$ cat src/rtl/imem_loader.sv
`timescale 1ns/1ps
`default_nettype none
// ============================================================================
// Module   : imem_loader
// Purpose  : Boot-time instruction-memory loader. Receives a byte stream made
//            of a 16-bit little-endian word count N followed by 4*N bytes
//            (each word little-endian). Each assembled word is written to the
//            instruction memory at consecutive word addresses starting at 0.
//            The processor is held in reset until the whole image is written.
// Ports    : clock      - single clock, rising edge
//            reset      - asynchronous active-high reset
//            in_valid   - in_data carries a byte
//            in_data    - image byte stream
//            in_ready   - a byte is accepted this cycle if in_valid is high
//            mem_wren   - one-cycle instruction-memory write strobe
//            mem_addr   - instruction-memory word address
//            mem_data   - instruction-memory write data
//            cpu_reset  - processor reset, released only after a good load
//            done       - load completed successfully
//            error      - header rejected (word count too large)
// Revision : 1.0 - initial release
// ============================================================================
module imem_loader #(
  parameter int ADDR_WIDTH = 12,
  parameter int MAX_WORDS  = 4096
) (
  input  logic                  clock,
  input  logic                  reset,
  input  logic                  in_valid,
  input  logic [7:0]            in_data,
  output logic                  in_ready,
  output logic                  mem_wren,
  output logic [ADDR_WIDTH-1:0] mem_addr,
  output logic [31:0]           mem_data,
  output logic                  cpu_reset,
  output logic                  done,
  output logic                  error
);

  typedef enum logic [2:0] {
    S_HDR_LO = 3'd0,
    S_HDR_HI = 3'd1,
    S_DATA   = 3'd2,
    S_WRITE  = 3'd3,
    S_DONE   = 3'd4,
    S_ERR    = 3'd5
  } state_t;

  state_t                r_state;
  state_t                w_next;

  logic [7:0]            r_cnt_lo;
  logic [15:0]           r_n;
  // One bit wider than the address so the post-write increment after the
  // final word at MAX_WORDS-1 never folds back to 0.
  logic [ADDR_WIDTH:0]   r_idx;
  logic [1:0]            r_bcnt;
  logic [31:0]           r_asm;
  logic [ADDR_WIDTH-1:0] r_mem_addr;
  logic [31:0]           r_mem_data;

  logic                  w_accept;
  logic [15:0]           w_hdr_n;
  logic [ADDR_WIDTH:0]   w_idx_inc;
  logic                  w_last;
  logic                  w_too_big;
  logic [31:0]           w_word;

  assign w_accept  = in_valid & in_ready;
  assign w_hdr_n   = {in_data, r_cnt_lo};
  assign w_idx_inc = r_idx + {{ADDR_WIDTH{1'b0}}, 1'b1};
  assign w_last    = (32'(w_idx_inc) == 32'(r_n));
  assign w_too_big = (32'(w_hdr_n) > 32'(MAX_WORDS));
  // New byte enters at the top, so the first byte of a word ends in [7:0].
  assign w_word    = {in_data, r_asm[31:8]};

  assign mem_addr  = r_mem_addr;
  assign mem_data  = r_mem_data;

  // --------------------------------------------------------------------------
  // State register
  // --------------------------------------------------------------------------
  always_ff @(posedge clock or posedge reset) begin
    if (reset) begin
      r_state <= S_HDR_LO;
    end else begin
      r_state <= w_next;
    end
  end

  // --------------------------------------------------------------------------
  // Next-state and output decode
  // --------------------------------------------------------------------------
  always_comb begin
    w_next    = r_state;
    in_ready  = 1'b0;
    mem_wren  = 1'b0;
    cpu_reset = 1'b1;
    done      = 1'b0;
    error     = 1'b0;
    case (r_state)
      S_HDR_LO: begin
        in_ready = 1'b1;
        if (w_accept) w_next = S_HDR_HI;
      end
      S_HDR_HI: begin
        in_ready = 1'b1;
        if (w_accept) begin
          if (w_too_big)          w_next = S_ERR;
          else if (w_hdr_n == 0)  w_next = S_DONE;
          else                    w_next = S_DATA;
        end
      end
      S_DATA: begin
        in_ready = 1'b1;
        if (w_accept && (r_bcnt == 2'd3)) w_next = S_WRITE;
      end
      S_WRITE: begin
        mem_wren = 1'b1;
        w_next   = w_last ? S_DONE : S_DATA;
      end
      S_DONE: begin
        done      = 1'b1;
        cpu_reset = 1'b0;
      end
      S_ERR: begin
        error = 1'b1;
      end
      default: begin
        w_next = S_HDR_LO;
      end
    endcase
  end

  // --------------------------------------------------------------------------
  // Datapath: header capture, word assembly, write address/data registers
  // --------------------------------------------------------------------------
  always_ff @(posedge clock or posedge reset) begin
    if (reset) begin
      r_cnt_lo   <= 8'd0;
      r_n        <= 16'd0;
      r_idx      <= '0;
      r_bcnt     <= 2'd0;
      r_asm      <= 32'd0;
      r_mem_addr <= '0;
      r_mem_data <= 32'd0;
    end else begin
      case (r_state)
        S_HDR_LO: begin
          if (w_accept) r_cnt_lo <= in_data;
        end
        S_HDR_HI: begin
          if (w_accept) r_n <= w_hdr_n;
        end
        S_DATA: begin
          if (w_accept) begin
            r_asm  <= w_word;
            r_bcnt <= r_bcnt + 2'd1;
            // Load the write registers as the 4th byte lands so they are
            // already valid during the WRITE cycle and hold afterwards.
            if (r_bcnt == 2'd3) begin
              r_mem_addr <= r_idx[ADDR_WIDTH-1:0];
              r_mem_data <= w_word;
            end
          end
        end
        S_WRITE: begin
          r_idx <= w_idx_inc;
        end
        default: begin
        end
      endcase
    end
  end

endmodule
`default_nettype wire

$ cat config.mk
export PLATFORM = sky130hd
export DESIGN_NAME = imem_loader
export DESIGN_NICKNAME = d
export VERILOG_FILES = /design/src/rtl/imem_loader.sv
export SDC_FILE = /design/constraint.sdc
export NUM_CORES = 1
export LEC_CHECK = 0
export ABC_AREA = 1
export CORE_MARGIN = 2
export CORE_UTILIZATION = 50
export CTS_CLUSTER_DIAMETER = 60
export DETAILED_ROUTE_END_ITERATION = 8
export HOLD_SLACK_MARGIN = 0.15
export PLACE_DENSITY_LB_ADDON = 0.2
export SKIP_LAST_GASP = 1
export SLEW_MARGIN = 20
export SYNTH_ARGS = -nofsm -noshare
export SYNTH_HDL_FRONTEND = slang
export SYNTH_SLANG_ARGS = --single-unit
$ cat constraint.sdc
create_clock -name clock -period 9.11 [get_ports clock]
set_input_delay 2.733 -clock clock [delete_from_list [all_inputs] [get_ports clock]]
set_output_delay 2.733 -clock clock [all_outputs]
set_load 0.05 [all_outputs]
==> results.cfg <==
[outcome]
status = finished, final reports clean

[clocking]
htree_levels = 3
ctsRootBufferMaster = clkbuf_8
cts_made_buffers = 9
hold_buffers = 0
cts_num_sinks = 110
clock_latency_ns = 0.37
cts.clk_slew.worst_paths_ns = 0.11
tritoncts = built
cts-resized-gates = 0
post-cts-setup-buffer-count = 0
cts_buffer_depth = 2

[worst_setup_path]
worst-r2r-setup-slack_ns = 7.01
worstPathRequired_ns = 6.38
endpoint_kind = primary output
setup.worst_path.start_class = flop
crit_path_max_fanout = 13
crit_type = reg2out
critPathArrivalTime_ns = 2.19

[power]
leakage_nw = 2.67
power_density_mw_per_mm2 = 145
peakVddDrop_v = 0.0000787

[timing]
rsz0062_at_grt = false
fmax_ghz = 0.203
relSlewSlack_pct = 45.1
drv_slew = 0
min_period_ns = 4.92
holdWs_ns = 0.488
tns_ns = 0
setup_viol = 0
finalCritPeriodShare_pct = 54.0
worstMarginPinSlew_ns = 0.822
skew_ns = 0.00942
hold_viol_final = 0

[placed_design]
dp_hpwl_um = 6820
place.gp.congestion = 0.811
io_buffers = 59

[layout]
area_growth_pct = 19.1
layout.nets = 614
antenna_cells = 0
drive_gt1_share_pct = 7.59

[logic_synthesis]
synth_top_cells_by_count = nand2_1, dfrtp_1, o21ai_0
synth_cell_type_count = 27
synth_nets = 559
syn_area_mm2 = 0.00481
synthFlopType = dfrtp_1
synthArstFlopShare_pct = 100
ys_seq_area_share_pct = 57.2
synth_top_cell_by_area = dfrtp_1
synthTopCellsByArea = dfrtp_1, nand2_1, o21ai_0
yosysWarnings = 0
synth_top_cell_area_share_pct = 57.2
syn_inst = 546
avgSynthCellArea_um2 = 8.81
synth_edf_count = 0
ys_seq_elements = 110
yosysMostFrequentCell = nand2_1

[floorplan]
num_rows = 35
initial_core_util_pct = 51.8
die_w_um = 102
core_region_area_mm2 = 0.00928
io_pins = 60
die_y_um = 102
die-area_mm2 = 0.0104

[grt]
grt_pass1_vias = 3457
grt_antenna_before_repair = 0
grt_overflow = 0
track_usage_pct = 20.1
grt_pass1_wl_um = 16200
grt_max_degree = 81

[detailed_routing]
drc = 0
vias = 3642
totalWireLength_um = 9640
drt-initial-drc-count = 176
wl_per_cell_um = 13.1
first_pass_iters = 5
avgViaCountPerCell = 4.96
postRouteAntennaNets = 0

[run]
max_cap_viol_count = 0

[min_path]
hold_class = reg2reg
cell usage in the layout (no fill, tap or decap), types with 2 or more instances in the layout:
cell type	count
buf_4	3
nor2_4	4
nand3_1	16
clkinv_4	3
nand3b_1	9
nand2_1	169
nor2_1	16
nand4_1	9
xor2_1	2
nand2_2	6
clkbuf_8	9
inv_2	3
o21ai_0	99
mux2_4	8
clkdlybuf4s50_1	59
inv_1	63
dfrtp_1	110
ha_1	2
nor3_2	2
nor2_2	2
area by class of cell:
cell class                      instances  area [µm²]
Timing Repair Buffer                   62         613
Tap cell                              129         161
Fill cell                             814        3560
Clock inverter                          7        92.6
Clock buffer                            9         124
Inverter                               67         254
Multi-Input combinational cell        351        1730
Sequential cell                       110        2750
worst paths after layout:
check	from	end	cells after the start
worst max register to register	r_state[2]	mem_data[1]	6
min in group asynchronous	reset	mem_data[0]	2
worst min-delay path	mem_addr[4]	mem_addr[4]	2
worst max-delay path	r_state[0]	mem_wren	4
worst min register to register	mem_addr[4]	mem_addr[4]	2
max in group asynchronous	reset	r_idx[5]	3
through the flow:
stage          utilization, %  std cells  total power, mW  worst slack (ns)  instance area (µm²)
3_3_place_gp             59.4        719            0.532              4.42                 5510
6_report                 61.7        735            0.832              4.19                 5730
5_1_grt                  61.7        735            0.863              4.05                 5730
3_5_place_dp             59.4        719            0.533              4.36                 5510
4_1_cts                  61.7        735            0.837              4.16                 5730
2_1_floorplan               -        546            0.520              3.47                 4810
worst max-delay path, stage by stage (launching register included):
cell	delay (ns)
dfrtp_1	0.47
inv_1	0.13
nor3_2	0.16
buf_4	0.23
clkdlybuf4s50_1	0.83
flip-flops by register name (all words and copies together) (netlist names):
name and flops:
mem_addr 12, mem_data 32, r_asm 24, r_bcnt 2, r_cnt_lo 8, r_idx 13, r_n 16, r_state 3
routing by layer:
metal | GRT usage, % | vias up | share of wire, %
li1 | - | 1848 | -
met1 | 28.6 | 1688 | 47
met2 | 31.0 | 93 | 46
met3 | 2.67 | 13 | 4.6
met4 | 9.03 | 0 | 1.9
met5 | 0 | - | 0
power breakdown:
part	leakage [nW]	internal, mW	switching [mW]
combinational	1.09	0.00718	0.0183
sequential	1.47	0.494	0.00279
clock	0.109	0.134	0.176
total	2.67	0.635	0.197
logic make-up after synthesis:
| logic type | share of synthesized area (%) |
|---|---|
| AND/OR/NAND/NOR | 21.7 |
| flip-flops | 57.2 |
| AO/OA/AOI/OAI | 10.8 |
| buffers and inverters | 6.82 |
| multiplexers | 2.50 |
| XOR/XNOR | 0.364 |
| adder cells (fa/ha/maj) | 0.520 |
No activity file was read; power rests on OpenSTA's default activity.
